**config.mk**
```make
export PLATFORM = sky130hd
export DESIGN_NAME = mmio_dma_master_flat
export DESIGN_NICKNAME = d
export VERILOG_FILES = /design/src/rtl/mmio_dma_pkg.sv /design/src/rtl/mmio_dma_master_if.sv /design/src/rtl/bus_timeout_ctr.sv /design/src/rtl/mmio_dma_master.sv /design/src/flat_wrapper.sv
export SDC_FILE = /design/constraint.sdc
export NUM_CORES = 1
export LEC_CHECK = 0
export BUFFER_PORTS_ARGS = -buffer_cell sky130_fd_sc_hd__buf_2
export CORE_ASPECT_RATIO = 1.4
export CORE_MARGIN = 10
export CORE_UTILIZATION = 59
export CTS_BUF_LIST = sky130_fd_sc_hd__clkbuf_2 sky130_fd_sc_hd__clkbuf_4 sky130_fd_sc_hd__clkbuf_8
export CTS_CLUSTER_SIZE = 20
export DETAILED_ROUTE_END_ITERATION = 6
export GPL_ROUTABILITY_DRIVEN = 1
export PLACE_DENSITY_LB_ADDON = 0.12
export REMOVE_ABC_BUFFERS = 1
export SLEW_MARGIN = 20
export SYNTH_ARGS = -nofsm -noshare
export SYNTH_HDL_FRONTEND = slang
export SYNTH_SLANG_ARGS = --single-unit
```
**constraint.sdc**
```tcl
create_clock -name clk -period 3.8 [get_ports clk]
set_clock_uncertainty 0.15 [all_clocks]
set_input_delay 0.38 -clock clk [delete_from_list [all_inputs] [get_ports clk]]
set_output_delay 0.38 -clock clk [all_outputs]
set_load 0.01 [all_outputs]
```
**src/rtl/mmio_dma_pkg.sv**
```systemverilog
// mmio_dma_pkg
// Shared definitions for the MMIO word-copy DMA master: the controller state
// encoding, default stride/timeout values, and the base addresses of the
// crypto peripheral windows and the RAM window for benches and software.
package mmio_dma_pkg;

  typedef enum logic [2:0] {
    IDLE,
    RD_REQ,
    RD_WAIT,
    WR_REQ,
    WR_WAIT,
    FIN
  } dma_state_e;

  localparam int DEFAULT_ADDR_STRIDE    = 4;
  localparam int DEFAULT_TIMEOUT_CYCLES = 16;

  localparam logic [31:0] AES_BASE     = 32'h4000_0000;
  localparam logic [31:0] RSA_BASE     = 32'h4000_1000;
  localparam logic [31:0] ED25519_BASE = 32'h4000_2000;
  localparam logic [31:0] BIKE_BASE    = 32'h4000_3000;
  localparam logic [31:0] RAM_BASE     = 32'h4000_4000;

endpackage

```
**src/rtl/mmio_dma_master_if.sv**
```systemverilog
// mmio_dma_master_if
// Crypto peripheral MMIO bus: addr/wdata/we/valid from the master,
// rdata/ready back from the slave. ready is registered by slaves, so it
// never arrives in the same cycle as the valid it answers.
//   master modport: drives addr, wdata, we, valid; samples rdata, ready
//   slave  modport: the reverse
interface mmio_dma_master_if;

  logic [31:0] addr;
  logic [31:0] wdata;
  logic        we;
  logic        valid;
  logic [31:0] rdata;
  logic        ready;

  modport master (
    output addr, wdata, we, valid,
    input  rdata, ready
  );

  modport slave (
    input  addr, wdata, we, valid,
    output rdata, ready
  );

endinterface

```
**src/rtl/bus_timeout_ctr.sv**
```systemverilog
// bus_timeout_ctr
// Loadable, clearable down-counter for bounding bus wait states. Load it in
// the request cycle with (limit - 1); while en is high it counts down and
// stops at zero. expired is high whenever the count is zero.
//   clk, rst    clock, synchronous active-high reset
//   load        load load_val (lower priority than clear)
//   clear       force the count to zero
//   en          count down one step this cycle
//   load_val    value to load
//   expired     count == 0
module bus_timeout_ctr #(
  parameter int W = 5
) (
  input  logic         clk,
  input  logic         rst,
  input  logic         load,
  input  logic         clear,
  input  logic         en,
  input  logic [W-1:0] load_val,
  output logic         expired
);

  logic [W-1:0] count;

  always_ff @(posedge clk) begin
    if (rst) begin
      count <= '0;
    end else if (clear) begin
      count <= '0;
    end else if (load) begin
      count <= load_val;
    end else if (en && (count != '0)) begin
      count <= count - 1'b1;
    end
  end

  assign expired = (count == '0);

endmodule

```
**src/rtl/mmio_dma_master.sv**
```systemverilog
// mmio_dma_master
// Single-channel word-copy DMA engine mastering the crypto MMIO bus. Copies
// len_words 32-bit words from src to dst, one read then one write per word,
// with independently incrementing or fixed addresses and a per-access
// wait-state timeout.
//   clk, rst                   clock, synchronous active-high reset
//   start                      begin a transfer (ignored while busy)
//   src_addr, dst_addr         first addresses, sampled on accepted start
//   len_words                  word count, sampled on accepted start
//   src_inc, dst_inc           advance the address by ADDR_STRIDE per word
//   busy, done, err            status; err is sticky until the next start
//   words_done                 words fully written in current/last transfer
//   bus                        MMIO master port
module mmio_dma_master
  import mmio_dma_pkg::*;
#(
  parameter int ADDR_STRIDE    = DEFAULT_ADDR_STRIDE,
  parameter int LEN_W          = 16,
  parameter int TIMEOUT_CYCLES = DEFAULT_TIMEOUT_CYCLES
) (
  input  logic              clk,
  input  logic              rst,
  input  logic              start,
  input  logic [31:0]       src_addr,
  input  logic [31:0]       dst_addr,
  input  logic [LEN_W-1:0]  len_words,
  input  logic              src_inc,
  input  logic              dst_inc,
  output logic              busy,
  output logic              done,
  output logic              err,
  output logic [LEN_W-1:0]  words_done,
  mmio_dma_master_if.master bus
);

  localparam int TO_W = $clog2(TIMEOUT_CYCLES + 1);

  dma_state_e       state, next_state;
  logic [31:0]      src_q, dst_q, data_buf;
  logic [LEN_W-1:0] remaining;
  logic             zero_pend;
  logic             accept;
  logic             in_wait;
  logic             to_expired;

  // A start is taken in IDLE or in the FIN cycle, where busy has already
  // fallen; zero_pend also counts as busy.
  assign accept  = start && (((state == IDLE) && !zero_pend) || (state == FIN));
  assign in_wait = (state == RD_WAIT) || (state == WR_WAIT);

  // The counter is armed in each request cycle so the following wait state
  // gets exactly TIMEOUT_CYCLES cycles before expiring.
  bus_timeout_ctr #(.W(TO_W)) u_timeout (
    .clk      (clk),
    .rst      (rst),
    .load     ((state == RD_REQ) || (state == WR_REQ)),
    .clear    ((state == IDLE) || ((state == RD_WAIT) && bus.ready)),
    .en       (in_wait && !bus.ready),
    .load_val (TO_W'(TIMEOUT_CYCLES - 1)),
    .expired  (to_expired)
  );

  always_ff @(posedge clk) begin
    if (rst) begin
      state <= IDLE;
    end else begin
      state <= next_state;
    end
  end

  // A zero-length request parks in IDLE for one cycle (zero_pend) before
  // FIN, so its done lands on the same second cycle a real transfer's
  // bookkeeping would need.
  always_comb begin
    next_state = state;
    unique case (state)
      IDLE: begin
        if (zero_pend) begin
          next_state = FIN;
        end else if (accept) begin
          next_state = (len_words == '0) ? IDLE : RD_REQ;
        end
      end
      RD_REQ:  next_state = RD_WAIT;
      RD_WAIT: begin
        if (bus.ready) begin
          next_state = WR_REQ;
        end else if (to_expired) begin
          next_state = FIN;
        end
      end
      WR_REQ:  next_state = WR_WAIT;
      WR_WAIT: begin
        if (bus.ready) begin
          next_state = (remaining == LEN_W'(1)) ? FIN : RD_REQ;
        end else if (to_expired) begin
          next_state = FIN;
        end
      end
      FIN: begin
        if (accept) begin
          next_state = (len_words == '0) ? IDLE : RD_REQ;
        end else begin
          next_state = IDLE;
        end
      end
      default: next_state = IDLE;
    endcase
  end

  // valid is a single-cycle strobe per access because slaves re-execute on
  // every cycle they see it; addr/we stay held through the wait state.
  always_comb begin
    busy      = ((state != IDLE) && (state != FIN)) || zero_pend;
    done      = (state == FIN);
    bus.valid = (state == RD_REQ) || (state == WR_REQ);
    bus.we    = (state == WR_REQ) || (state == WR_WAIT);
    bus.addr  = 32'h0;
    bus.wdata = 32'h0;
    if ((state == RD_REQ) || (state == RD_WAIT)) begin
      bus.addr = src_q;
    end else if ((state == WR_REQ) || (state == WR_WAIT)) begin
      bus.addr  = dst_q;
      bus.wdata = data_buf;
    end
  end

  always_ff @(posedge clk) begin
    if (rst) begin
      src_q      <= '0;
      dst_q      <= '0;
      data_buf   <= '0;
      remaining  <= '0;
      words_done <= '0;
      err        <= 1'b0;
      zero_pend  <= 1'b0;
    end else begin
      zero_pend <= accept && (len_words == '0);
      if (accept) begin
        src_q      <= src_addr;
        dst_q      <= dst_addr;
        remaining  <= len_words;
        words_done <= '0;
        err        <= 1'b0;
      end
      if ((state == RD_WAIT) && bus.ready) begin
        data_buf <= bus.rdata;
      end
      // Address wrap-around past 0xFFFF_FFFF is deliberately not flagged.
      if ((state == WR_WAIT) && bus.ready) begin
        words_done <= words_done + 1'b1;
        remaining  <= remaining - 1'b1;
        src_q      <= src_q + (src_inc ? 32'(ADDR_STRIDE) : 32'd0);
        dst_q      <= dst_q + (dst_inc ? 32'(ADDR_STRIDE) : 32'd0);
      end
      if (in_wait && !bus.ready && to_expired) begin
        err <= 1'b1;
      end
    end
  end

endmodule

```
**src/flat_wrapper.sv**
```systemverilog
// flat-port wrapper written by rule: the top's interface ports become plain ports
module mmio_dma_master_flat import mmio_dma_pkg::*;
#(
  parameter int ADDR_STRIDE    = DEFAULT_ADDR_STRIDE,
  parameter int LEN_W          = 16,
  parameter int TIMEOUT_CYCLES = DEFAULT_TIMEOUT_CYCLES
)
  (clk, rst, start, src_addr, dst_addr, len_words, src_inc, dst_inc, busy, done, err, words_done, bus_addr, bus_wdata, bus_we, bus_valid, bus_rdata, bus_ready);
  mmio_dma_master_if bus_i ();
  input  logic clk;
  input  logic rst;
  input  logic start;
  input  logic [31:0] src_addr;
  input  logic [31:0] dst_addr;
  input  logic [LEN_W-1:0] len_words;
  input  logic src_inc;
  input  logic dst_inc;
  output logic busy;
  output logic done;
  output logic err;
  output logic [LEN_W-1:0] words_done;
  output wire logic [$bits(bus_i.addr)-1:0] bus_addr;
  output wire logic [$bits(bus_i.wdata)-1:0] bus_wdata;
  output wire logic [$bits(bus_i.we)-1:0] bus_we;
  output wire logic [$bits(bus_i.valid)-1:0] bus_valid;
  input wire logic [$bits(bus_i.rdata)-1:0] bus_rdata;
  input wire logic [$bits(bus_i.ready)-1:0] bus_ready;
  assign bus_addr = bus_i.addr;
  assign bus_wdata = bus_i.wdata;
  assign bus_we = bus_i.we;
  assign bus_valid = bus_i.valid;
  assign bus_i.rdata = bus_rdata;
  assign bus_i.ready = bus_ready;
  mmio_dma_master #(.ADDR_STRIDE(ADDR_STRIDE), .LEN_W(LEN_W), .TIMEOUT_CYCLES(TIMEOUT_CYCLES)) u_core (.clk(clk), .rst(rst), .start(start), .src_addr(src_addr), .dst_addr(dst_addr), .len_words(len_words), .src_inc(src_inc), .dst_inc(dst_inc), .busy(busy), .done(done), .err(err), .words_done(words_done), .bus(bus_i));
endmodule
```
==> flow_summary.toml <==
[run]
drv_cap = 0

[global_route]
grt_usage = 0.258
grt_first_pass_wirelength_mm = 37.9
grt_pass1_vias = 7628
grt_max_degree = 70
grt_remaining_overflow = 0
antenna_found_initial = 0

[min_path]
worstHoldPathType = "in -> reg"
hold-path-cell-count = 3
hp-start = "src_addr[31]"
worstHoldEndpoint = "u_core.src_q[31]"

[die]
io_pins = 203
chipHeight_um = 154
initial_utilization = 0.607
die_area_sq_um = 17900
rows = 48
chipWidth_um = 116
core_sq_um = 12500

[synth]
synth_edf_count = 0
yosysWarnings = 0
async_reset_ff_frac = 0
yosys.area.top_type = "dfxtp_1"
syn_area_per_cell_sq_um = 7.80
synth_cells = 972
ys_seq_elements = 138
synthesis.area_sq_um = 7580
synthFlopType = "dfxtp_1"
seq_area_frac_synth = 0.364
netlist.area_leader.share = 0.364
yosysUniqueCellTypes = 67
ys_top_cells_by_area = "dfxtp_1 (36%), nand2_1 (8.2%), a21oi_1 (6.0%), a22o_1 (4.0%), nand3_1 (3.4%)"

[final_layout]
layout-drive-gt1-share = 0.242
nNetsFinal = 1284
layout_common_cells = "buf_2 (201), nand2_1 (165), dfxtp_1 (138)"
antenna-diode-count = 0
syn_to_final_growth_pct = 22.2
fin_area_sq_um = 9270
mostFrequentLayoutCell = "buf_2"
fill_cells = 1058
final_core_util = 0.742

[sta]
rsz0062_at_grt = "no"
timing.final.max_slew_violations = 0
fin_crit_sh = 0.875
fin_crit_ns = 3.32
tightest_slew_ns = 1.01
fmax_ghz = 0.301
setup_viol = 0
fin_tns_setup_ns = 0
slew_headroom = 0.323
hold_viol = 1
hold_ws_ns = -0.00276

[pwr]
power_density_nw_per_um2 = 434
total_leakage_power_nw = 3.75
vdd_drop_max_v = 0.000231
total_power_mw = 4.02

[placement]
place.gp.congestion = 0.881
dp_hpwl_mm = 17.2
numPortBuffers = 202
postPlaceCellArea_sq_um = 8650

[setup_path]
timing.rr.end = "u_core.src_q[25]"
critPathCaptureType = "primary output"
worst_setup_path_start_kind = "flip-flop"
required_ns = 3.27
path_max_fanout = 33
r2r_setup_slack_ns = 1.11
worstSetupPathType = "reg -> out"
crit_arrival_ns = 2.79
reg2regPathDepth = 5
r2r-start = "u_core.state[0]"

[clock_network]
cts.clk_slew.worst_paths_ns = 0.08
post_cts_buffers = 0
cts_tree = "done"
cts_root_buffer = "clkbuf_8"
htreeDepth = 4
cts.sinks = 138
cts-buffers-inserted = 17
clock_path_buffers = 2
clock_latency_ns = 0.45
post_cts_resized = 0
postCtsHoldBufs = 18

[routing]
drc = 0
vias_per_cell = 6.26
wirelength_mm = 24.2
vias = 8261
first_pass_iters = 5
initialDrtViolationCount = 833
drtAntennaViolNets = 0
wl_per_cell_um = 18.4

[run_status]
violations = "negative hold slack"
outcome = "finished, violations left"
==> per-layer routing <==
layer | vias to the layer above | wire length [um] | part of all wire | track usage
met5 | - | 0 | 0 | 0
met4 | 0 | 515 | 0.021 | 0.0921
met2 | 408 | 11700 | 0.48 | 0.436
met3 | 40 | 2250 | 0.093 | 0.0693
met1 | 3854 | 9740 | 0.40 | 0.304
li1 | 3959 | - | - | -
==> area by class of cell <==
type / count / area (sq um) / area share
inverter: 12 / 45.0 / 0.00486
clock buffer: 21 / 270 / 0.0291
clock inverter: 11 / 159 / 0.0171
multi-input combinational: 751 / 4520 / 0.488
sequential: 138 / 2760 / 0.298
tap: 150 / 188 / 0.0202
timing repair buffer: 237 / 1320 / 0.143
==> cell usage after synthesis, types with 3 or more instances <==
cell / n
nand3_1: 51
and2_1: 37
a21o_1: 3
nand4_1: 25
buf_2: 10
o22ai_1: 6
dfxtp_1: 138
a22oi_1: 11
a31oi_1: 26
xnor2_1: 3
or2_2: 4
a221oi_1: 5
nand3b_1: 3
nand2_1: 165
mux2_2: 8
o211ai_1: 19
nor4b_1: 3
a22o_1: 35
ha_1: 9
nor2b_1: 4
nor4_1: 8
xor2_1: 7
a21oi_1: 91
clkbuf_1: 59
nor3b_1: 3
nor4_2: 3
or4_1: 8
mux2i_1: 5
nor4_4: 3
nand4b_1: 3
and3_1: 11
a221o_1: 8
nand2b_1: 7
and4_1: 7
or3_1: 20
a311oi_1: 5
a211oi_1: 4
o311ai_0: 10
nor2_1: 53
inv_1: 12
nor3_1: 24
o21ai_0: 28
==> kinds of logic after synthesis <==
kind of cell | after synthesis | synth area share
AND/OR/NAND/NOR | 454 | 0.312
AO/OA/AOI/OAI | 264 | 0.233
flip-flops | 138 | 0.364
buffers and inverters | 83 | 0.0447
multiplexers | 14 | 0.0205
XOR/XNOR | 10 | 0.0115
adder cells (fa/ha/maj) | 9 | 0.0148
==> state kept, by name (all words and copies together), names as in the netlist, 3 cells and up <==
| name | flops |
|---|---|
| u_core.data_buf | 32 |
| u_core.u_timeout.count | 5 |
| u_core.words_done | 16 |
| u_core.src_q | 32 |
| u_core.state | 3 |
| u_core.remaining | 16 |
| u_core.dst_q | 32 |
==> how the worst max path moves through the flow <==
stage                     slack (ns)            to  cells after the start             from
after floorplan                -0.88   bus_addr[0]                      3  u_core.state[1]
after global placement          1.07  bus_addr[24]                      5  u_core.state[1]
after detailed placement        0.98  bus_addr[21]                      5  u_core.state[1]
after CTS                       0.47  bus_addr[21]                      5  u_core.state[1]
after global routing            0.28  bus_addr[21]                      5  u_core.state[1]
final                           0.48  bus_addr[18]                      5  u_core.state[1]
==> worst max-delay path, stage by stage (launching register included) <==
cell and delay (ns):
dfxtp_1 0.55, nand2b_1 0.32, o21ai_4 0.70, buf_4 0.42, a22o_1 0.21, buf_2 0.13
==> power breakdown <==
group	switching [mW]	total, mW	internal [mW]
Clock	0.611	1.31	0.701
Sequential	0.216	1.80	1.59
Combinational	0.540	0.905	0.365
Total	1.37	4.02	2.65
==> metrics by stage <==
step | worst slack [ns] | cells
after floorplan | -0.878 | 901
after global placement | 1.07 | 1269
after detailed placement | 0.976 | 1269
after CTS | 0.473 | 1319
after global routing | 0.284 | 1320
final | 0.475 | 1320
(Power assumes the default switching activity.)
